### src/rtl/stream_pool2d_pkg.sv
// stream_pool2d shared definitions.
// Mode codes and width helpers for the pooling engine.
package pool_pkg;

  localparam logic [1:0] MODE_MAX = 2'b00;
  localparam logic [1:0] MODE_MIN = 2'b01;
  localparam logic [1:0] MODE_AVG = 2'b10;

  function automatic int clog2(input int v);
    int r;
    r = 0;
    for (int i = 0; i < 31; i++)
      if ((1 << i) < v) r = i + 1;
    return r;
  endfunction

  // Sum width that holds K*K unsigned pixels without overflow.
  function automatic int sum_w(input int dw, input int k);
    return dw + clog2(k * k);
  endfunction

endpackage

### src/rtl/stream_pool2d_if.sv
// stream_pool2d stream interface.
// One valid/ready beat carrying a pixel or pooled result.
interface stream_pool2d_if #(
  parameter int DATA_W = 8
);
  logic              valid;
  logic              ready;
  logic              last;
  logic [DATA_W-1:0] data;

  modport master (output valid, data, last, input ready);
  modport slave  (input valid, data, last, output ready);
endinterface

### src/rtl/stream_pool2d_reduce.sv
// stream_pool2d window reduction.
// Combinational max/min/avg over a flattened K*K window.
module pool_reduce
  import pool_pkg::*;
#(
  parameter int DATA_W = 8,
  parameter int K      = 3
) (
  input  logic [K*K*DATA_W-1:0] win_i,
  input  logic [1:0]            mode_i,
  output logic [DATA_W-1:0]     res_o
);

  localparam int N     = K * K;
  localparam int SUM_W = sum_w(DATA_W, K);

  logic [DATA_W-1:0] mx;
  logic [DATA_W-1:0] mn;
  logic [DATA_W-1:0] px;
  logic [SUM_W-1:0]  sum;

  // Reduce all window elements in one pass.
  always_comb begin
    mx  = '0;
    mn  = '1;
    px  = '0;
    sum = '0;
    for (int i = 0; i < N; i++) begin
      px = win_i[i*DATA_W +: DATA_W];
      if (px > mx) mx = px;
      if (px < mn) mn = px;
      sum = sum + SUM_W'(px);
    end
  end

  // Select by mode; code 11 falls back to max.
  always_comb begin
    res_o = mx;
    case (mode_i)
      MODE_MIN: res_o = mn;
      MODE_AVG: res_o = DATA_W'(sum / SUM_W'(N));
      default:  res_o = mx;
    endcase
  end

endmodule

### src/rtl/stream_pool2d.sv
// stream_pool2d: streaming KxK pooling engine.
// Raster-order pixels in, raster-order pooled results out.
module stream_pool2d
  import pool_pkg::*;
#(
  parameter int DATA_W = 8,
  parameter int IMG_W  = 4,
  parameter int IMG_H  = 4,
  parameter int K      = 3,
  parameter int STRIDE = 1
) (
  input  logic             clk,
  input  logic             rst,
  input  logic [1:0]       mode,
  stream_pool2d_if.slave   in_s,
  stream_pool2d_if.master  out_m
);

  localparam int CW     = clog2(IMG_W);
  localparam int RW     = clog2(IMG_H);
  localparam int OW     = (IMG_W - K) / STRIDE + 1;
  localparam int OH     = (IMG_H - K) / STRIDE + 1;
  localparam int LAST_C = K - 1 + (OW - 1) * STRIDE;
  localparam int LAST_R = K - 1 + (OH - 1) * STRIDE;

  logic [CW-1:0]     col_q, col_d;
  logic [RW-1:0]     row_q, row_d;
  logic [1:0]        mode_q;
  logic [DATA_W-1:0] lb_q  [K-1][IMG_W];
  logic [DATA_W-1:0] win_q [K][K];
  logic [DATA_W-1:0] win_d [K][K];
  logic [DATA_W-1:0] colv  [K];
  logic [K*K*DATA_W-1:0] win_flat;
  logic [DATA_W-1:0] res;
  logic              beat;
  logic              done;
  logic              last_px;
  logic              ov_q;
  logic              ol_q;
  logic [DATA_W-1:0] od_q;

  assign in_s.ready  = !rst && (!ov_q || out_m.ready);
  assign beat        = in_s.valid && in_s.ready;
  assign out_m.valid = ov_q;
  assign out_m.data  = od_q;
  assign out_m.last  = ol_q;

  // Next raster position with wrap at line and frame end.
  always_comb begin
    col_d = col_q + 1'b1;
    row_d = row_q;
    if (col_q == CW'(IMG_W - 1)) begin
      col_d = '0;
      row_d = (row_q == RW'(IMG_H - 1)) ? '0 : row_q + 1'b1;
    end
  end

  // Beat completes a window on a stride-aligned bottom-right corner.
  always_comb begin
    done = (row_q >= RW'(K - 1)) && (col_q >= CW'(K - 1)) &&
           ((int'(row_q) - (K - 1)) % STRIDE == 0) &&
           ((int'(col_q) - (K - 1)) % STRIDE == 0);
    last_px = (row_q == RW'(LAST_R)) && (col_q == CW'(LAST_C));
  end

  // Incoming column: oldest line on top, live pixel at bottom.
  always_comb begin
    colv[K-1] = in_s.data;
    for (int i = 0; i < K - 1; i++)
      colv[i] = lb_q[K-2-i][col_q];
  end

  // Shifted window including the current beat's column.
  always_comb begin
    win_flat = '0;
    for (int r = 0; r < K; r++) begin
      for (int c = 0; c < K - 1; c++)
        win_d[r][c] = win_q[r][c+1];
      win_d[r][K-1] = colv[r];
    end
    for (int r = 0; r < K; r++)
      for (int c = 0; c < K; c++)
        win_flat[(r*K+c)*DATA_W +: DATA_W] = win_d[r][c];
  end

  pool_reduce #(
    .DATA_W (DATA_W),
    .K      (K)
  ) u_reduce (
    .win_i  (win_flat),
    .mode_i (mode_q),
    .res_o  (res)
  );

  // Raster counters and per-frame mode latch.
  always_ff @(posedge clk) begin
    if (rst) begin
      col_q  <= '0;
      row_q  <= '0;
      mode_q <= MODE_MAX;
    end else if (beat) begin
      col_q <= col_d;
      row_q <= row_d;
      if (col_q == '0 && row_q == '0) mode_q <= mode;
    end
  end

  // Line buffers and window shift; written before read in a frame.
  always_ff @(posedge clk) begin
    if (beat) begin
      lb_q[0][col_q] <= in_s.data;
      for (int i = 1; i < K - 1; i++)
        lb_q[i][col_q] <= lb_q[i-1][col_q];
      win_q <= win_d;
    end
  end

  // Result register with hold under backpressure.
  always_ff @(posedge clk) begin
    if (rst) begin
      ov_q <= 1'b0;
      od_q <= '0;
      ol_q <= 1'b0;
    end else if (beat && done) begin
      ov_q <= 1'b1;
      od_q <= res;
      ol_q <= last_px;
    end else if (out_m.ready) begin
      ov_q <= 1'b0;
      ol_q <= 1'b0;
    end
  end

endmodule

### src/flat_wrapper.sv
// flat-port wrapper written by rule: the top's interface ports become plain ports
module stream_pool2d_flat import pool_pkg::*;
#(
  parameter int DATA_W = 8,
  parameter int IMG_W  = 4,
  parameter int IMG_H  = 4,
  parameter int K      = 3,
  parameter int STRIDE = 1
)
  (clk, rst, mode, in_s_valid, in_s_data, in_s_last, in_s_ready, out_m_valid, out_m_data, out_m_last, out_m_ready);
  stream_pool2d_if #(.DATA_W(DATA_W)) in_s_i ();
  stream_pool2d_if #(.DATA_W(DATA_W)) out_m_i ();
  input  logic clk;
  input  logic rst;
  input  logic [1:0] mode;
  input wire logic [$bits(in_s_i.valid)-1:0] in_s_valid;
  input wire logic [$bits(in_s_i.data)-1:0] in_s_data;
  input wire logic [$bits(in_s_i.last)-1:0] in_s_last;
  output wire logic [$bits(in_s_i.ready)-1:0] in_s_ready;
  output wire logic [$bits(out_m_i.valid)-1:0] out_m_valid;
  output wire logic [$bits(out_m_i.data)-1:0] out_m_data;
  output wire logic [$bits(out_m_i.last)-1:0] out_m_last;
  input wire logic [$bits(out_m_i.ready)-1:0] out_m_ready;
  assign in_s_i.valid = in_s_valid;
  assign in_s_i.data = in_s_data;
  assign in_s_i.last = in_s_last;
  assign in_s_ready = in_s_i.ready;
  assign out_m_valid = out_m_i.valid;
  assign out_m_data = out_m_i.data;
  assign out_m_last = out_m_i.last;
  assign out_m_i.ready = out_m_ready;
  stream_pool2d #(.DATA_W(DATA_W), .IMG_W(IMG_W), .IMG_H(IMG_H), .K(K), .STRIDE(STRIDE)) u_core (.clk(clk), .rst(rst), .mode(mode), .in_s(in_s_i), .out_m(out_m_i));
endmodule
### config.mk
export PLATFORM = sky130hd
export DESIGN_NAME = stream_pool2d_flat
export DESIGN_NICKNAME = d
export VERILOG_FILES = /design/src/rtl/stream_pool2d_pkg.sv /design/src/rtl/stream_pool2d_if.sv /design/src/rtl/stream_pool2d_reduce.sv /design/src/rtl/stream_pool2d.sv /design/src/flat_wrapper.sv
export SDC_FILE = /design/constraint.sdc
export NUM_CORES = 1
export LEC_CHECK = 0
export ABC_AREA = 1
export CORE_ASPECT_RATIO = 0.7
export CORE_MARGIN = 4
export CORE_UTILIZATION = 35
export DETAILED_ROUTE_END_ITERATION = 12
export PLACE_DENSITY_LB_ADDON = 0.1
export SLEW_MARGIN = 10
export SYNTH_ARGS = -nofsm -noshare
export SYNTH_HDL_FRONTEND = slang
export SYNTH_SLANG_ARGS = --single-unit
### constraint.sdc
create_clock -name clk -period 32.5 [get_ports clk]
set_input_delay 8.125 -clock clk [delete_from_list [all_inputs] [get_ports clk]]
set_output_delay 8.125 -clock clk [all_outputs]
set_load 0.02 [all_outputs]
==> flow_summary.json, run 1 <==
{
  "hpwl_mm": 23.9,
  "crit_path_frequent_cell": "clkdlybuf4s50_1",
  "avgSynthCellArea_um2": 8.48,
  "setup_viol_count_final": 0,
  "status": "finished clean",
  "reg2reg_depth": 54,
  "ys.flop_type": "edfxtp_1",
  "cts_setup_buffers": 0,
  "grt_overflow": 0,
  "drt_pre_antenna_iters": 5,
  "fp.dieH_um": 157,
  "syn-instance-count": 1303,
  "antenna_found_initial": 0,
  "crit_type": "in -> out",
  "synthTopCellsByArea": "edfxtp_1 (30%), ha_1 (16%), nand2_1 (11%)",
  "synth_edf_count": 112,
  "clock_latency_ps": 440,
  "cts_buffer_depth": 2,
  "cp_num_buf_inv": 3,
  "min_period_ps": 17550,
  "port-buffer-count": 24,
  "tightestPinTransition_ps": 1110,
  "gp_congestion": 0.824,
  "cts.sinks": 128,
  "finalMaxSlewViolations": 0,
  "drive_gt1_share_pct": 8.13,
  "tritoncts": "built",
  "hold_viol": 0,
  "mostFrequentLayoutCells": "nand2_1 (336), o21ai_0 (153), ha_1 (141)",
  "syn-num-nets": 1513,
  "cts_buffers": 17,
  "cts.clk_slew.worst_paths_ps": 70,
  "fin_skew_ps": 12.5,
  "ys_types": 43,
  "num_antenna_cells": 0,
  "nNetsFinal": 1550,
  "multi_input_area_um2": 6690,
  "ctsResizeCount": 0,
  "synth.yosys.seq_area_share_pct": 33.3,
  "hold_depth": 0,
  "yosys_warnings": 0,
  "period_share_pct": 54.0,
  "crit_slowest_cell": "clkdlybuf4s50_1",
  "crit_cells": 4,
  "drt-total-wl_mm": 31.0,
  "hold_slack_ps": 464,
  "max_freq_mhz": 57.0,
  "grt_pass1_wl_mm": 49.3,
  "hold_class": "reg -> reg",
  "slew_headroom_pct": 25.3,
  "grt_max_degree": 49,
  "worst_ep_arrival_time_ps": 9420,
  "via_per_inst": 4.91,
  "die_w_um": 220,
  "synth_top_area_cell": "edfxtp_1",
  "slowest_delay_ps": 630,
  "cts_root_buffer": "clkbuf_16",
  "start_util_pct": 35.5,
  "placeableCoreArea_um2": 31100,
  "postCtsHoldBufs": 0,
  "worstPathCellList": "clkdlybuf4s50_1 -> inv_1 -> a21oi_1 -> clkdlybuf4s50_1",
  "row_count": 54,
  "ant_nets": 0,
  "async_flop_share_pct": 0,
  "critPathLaunchType": "primary input",
  "ioPinCount": 26,
  "rsz0062_at_grt": "false",
  "drt_iter0_markers": 616,
  "regArea_um2": 3680,
  "grt_pass1_vias": 8413,
  "vias": 8699,
  "finalSetupTns_ps": 0,
  "ctsHtreeMaxLevel": 4,
  "dieArea_um2": 34500,
  "final_common_cell": "nand2_1",
  "drcViolationCount": 0,
  "path_delay_family": "buffers and inverters",
  "critPathMaxFanout": 3,
  "syn2layout_area_growth_pct": 12.6,
  "n_fill_cell": 3164,
  "routedWlPerCell_um": 17.5,
  "grt_use_total_pct": 18.9,
  "ys_ff_latch": 128,
  "cp-end-kind": "output port",
  "crit_required_ps": 24370,
  "final_util_pct": 39.9,
  "synth_top_area_share_pct": 30.4,
  "max_cap_violations": 0,
  "netlist_area_um2": 11000
}
## kinds of logic (layout without fill, tap and decap cells)
family / count (synthesis) / after routing / share of synthesized area, %
buf+inv: 177 / 227 / 6.09
simple gates: 495 / 495 / 19.1
fa+ha+maj: 195 / 195 / 25.8
compound gates: 293 / 293 / 14.5
flops: 128 / 128 / 33.3
xor+xnor: 15 / 15 / 1.26
## path summary, 6_finish.rpt
kind	from	endpoint	slack, ps
setup / recovery	out_m_ready	in_s_ready	14950
hold / removal	u_core.win_d[32]	u_core.win_d[40]	460
setup reg to reg	u_core.win_d[63]	u_core.out_m.data[6]	19140
hold reg to reg	u_core.win_d[32]	u_core.win_d[40]	460
## state kept, by name, indices dropped and copies added (netlist names)
| name | flops |
|---|---|
| u_core.col_q | 2 |
| u_core.lb_q | 64 |
| u_core.mode_q | 2 |
| u_core.out_m.data | 8 |
| u_core.out_m.last | 1 |
| u_core.out_m.valid | 1 |
| u_core.row_q | 2 |
| u_core.win_d | 48 |
## Yosys cell counts (all sizes together), types with 2 or more instances
cell / n
a211oi: 7
o211ai: 7
o21ai: 164
buf: 4
dfxtp: 16
nor2b: 2
ha: 141
xor2: 14
inv: 146
a32oi: 7
nor2: 59
fa: 54
o32ai: 2
nand3: 67
o21a: 3
nand2: 358
clkbuf: 26
nand4: 8
o22ai: 9
edfxtp: 112
a21oi: 91
## area by class of cell
type	count	share of cell area, %
Tap cell	420	4.23
Timing Repair Buffer	48	3.38
Sequential cell	128	29.6
Clock inverter	15	1.09
Multi-Input combinational cell	998	53.8
Clock buffer	17	3.42
Inverter	147	4.46
## metal layers
metal	wire length, µm	vias to the layer above	global-route usage [%]
met4	240	0	3.41
met5	0	-	0
met3	977	11	3.69
met1	17500	4054	30.1
li1	-	4522	-
met2	12400	112	26.5
## stage by stage
stage          cells  worst slack [ps]  area, µm²
3_3_place_gp    1741             14940      11900
5_1_grt         1773             14870      12400
6_report        1773             14950      12400
3_5_place_dp    1741             14960      11900
2_1_floorplan   1303             15830      11000
4_1_cts         1773             14940      12400
Power of run 1 is not shown: default switching activity piles up to over one toggle a cycle in this logic, so the estimate is an artifact.
==> run 2, diff against run 1 <==
Clock period 32.5 ns to 16.65 ns, I/O delays scaled along.
==> run 2 against run 1 <==
  * Cell count hardly changed
  * Utilization is 0.10 points higher
  * Non-clock buffer count is 2 higher
  * Clock skew is 0.87 ps higher
  * Worst hold slack worse by 8.9 ps
  * Routed wire length is 0.87% lower
  * Final area is 0.25% higher
  * Critical path type is now reg -> reg
==> flow_summary.json, run 2 (same netlist as run 1, synthesis figures left out) <==
{
  "clock_latency_ps": 440,
  "antenna_found_initial": 0,
  "tightestPinTransition_ps": 1130,
  "syn2layout_area_growth_pct": 12.8,
  "grt_max_degree": 49,
  "finalSetupTns_ps": 0,
  "period_share_pct": 80.7,
  "tritoncts": "built",
  "drt-total-wl_mm": 30.8,
  "dieArea_um2": 34500,
  "ctsResizeCount": 0,
  "max_freq_mhz": 74.4,
  "final_common_cell": "nand2_1",
  "cp-end-kind": "flip-flop",
  "row_count": 54,
  "hold_class": "reg -> reg",
  "start_util_pct": 35.5,
  "postCtsHoldBufs": 0,
  "max_cap_violations": 0,
  "gp_congestion": 0.869,
  "regMostFlops": "u_core.lb_q",
  "cts_buffers": 17,
  "cts_setup_buffers": 0,
  "drt_pre_antenna_iters": 4,
  "regArea_um2": 3680,
  "worst_ep_arrival_time_ps": 13760,
  "via_per_inst": 4.94,
  "r2r-start": "u_core.win_d[63]",
  "ctsHtreeMaxLevel": 4,
  "hpwl_mm": 23.7,
  "rrSetupSlack_ps": 3210,
  "crit_required_ps": 16970,
  "die_w_um": 220,
  "hold_viol": 0,
  "port-buffer-count": 24,
  "place_area_um2": 11900,
  "slew_headroom_pct": 24.4,
  "grt_pass1_wl_mm": 48.4,
  "largest_reg_flops": 64,
  "cts_root_buffer": "clkbuf_16",
  "num_antenna_cells": 0,
  "crit_slowest_cell": "o21ai_1",
  "cts_buffer_depth": 2,
  "grt_pass1_vias": 8255,
  "placeableCoreArea_um2": 31100,
  "grt_overflow": 0,
  "n_fill_cell": 3170,
  "cts.clk_slew.worst_paths_ps": 60,
  "hold_depth": 0,
  "setup.worst_path.start": "u_core.win_d[63]",
  "cts.sinks": 128,
  "critical_path.endpoint": "u_core.out_m.data[4]",
  "drcViolationCount": 0,
  "vias": 8768,
  "routedWlPerCell_um": 17.3,
  "grt_use_total_pct": 18.6,
  "finalMaxSlewViolations": 0,
  "rsz0062_at_grt": "false",
  "critPathLaunchType": "flip-flop",
  "slowest_delay_ps": 750,
  "setup_viol_count_final": 0,
  "multi_input_area_um2": 6690,
  "crit_type": "reg -> reg",
  "ant_nets": 0,
  "ioPinCount": 26,
  "status": "finished clean",
  "critPathMaxFanout": 16,
  "drive_gt1_share_pct": 8.05,
  "nNetsFinal": 1552,
  "fin_area_um2": 12500,
  "mostFrequentLayoutCells": "nand2_1 (336), o21ai_0 (153), ha_1 (141)",
  "drt_iter0_markers": 649,
  "fp.dieH_um": 157,
  "reg2reg_depth": 54,
  "hold_slack_ps": 455,
  "min_period_ps": 13440,
  "timing.rr.end": "u_core.out_m.data[4]",
  "fin_skew_ps": 13.4
}
[run 2: per-layer routing]
metal / global-route usage, % / vias to the layer above / share of wire [%]
met2: 25.4 / 149 / 39
met4: 3.08 / 0 / 0.59
li1: - / 4508 / -
met5: 0 / - / 0
met3: 3.77 / 10 / 4.3
met1: 30.1 / 4101 / 56
[run 2: how the worst min path moves through the flow]
stage                      from                to
3_5_place_dp   u_core.win_d[32]  u_core.win_d[40]
6_report       u_core.win_d[32]  u_core.win_d[40]
5_1_grt        u_core.win_d[32]  u_core.win_d[40]
4_1_cts        u_core.win_d[32]  u_core.win_d[40]
3_3_place_gp   u_core.win_d[32]  u_core.win_d[40]
2_1_floorplan   u_core.win_d[8]  u_core.win_d[16]
[run 2: area by class of cell]
| cell class | count | area share [%] |
|---|---|---|
| multi-input cells | 998 | 53.7 |
| flip-flops and latches | 128 | 29.5 |
| inverters | 147 | 4.45 |
| well taps | 420 | 4.22 |
| repair buffers | 50 | 3.49 |
| clock buffers | 19 | 3.47 |
| clock inverters | 12 | 1.15 |
[run 2: critical path: cells and delay by family (launching register included)]
family	cells	cell delay (ps)
AO/OA/AOI/OAI	20	6850
adder cells (fa/ha/maj)	8	2930
buffers and inverters	5	880
flip-flops	1	520
AND/OR/NAND/NOR	21	2150
[run 2: per-stage QoR]
stage	util, %	setup WS, ps	instances
CTS	40.0	3530	1774
global route	40.0	1770	1774
floorplan	-	5230	1303
detailed placement	38.2	3320	1743
finish	40.0	3210	1774
global placement	38.2	3500	1743
Power of run 2 is left out for the same reason.
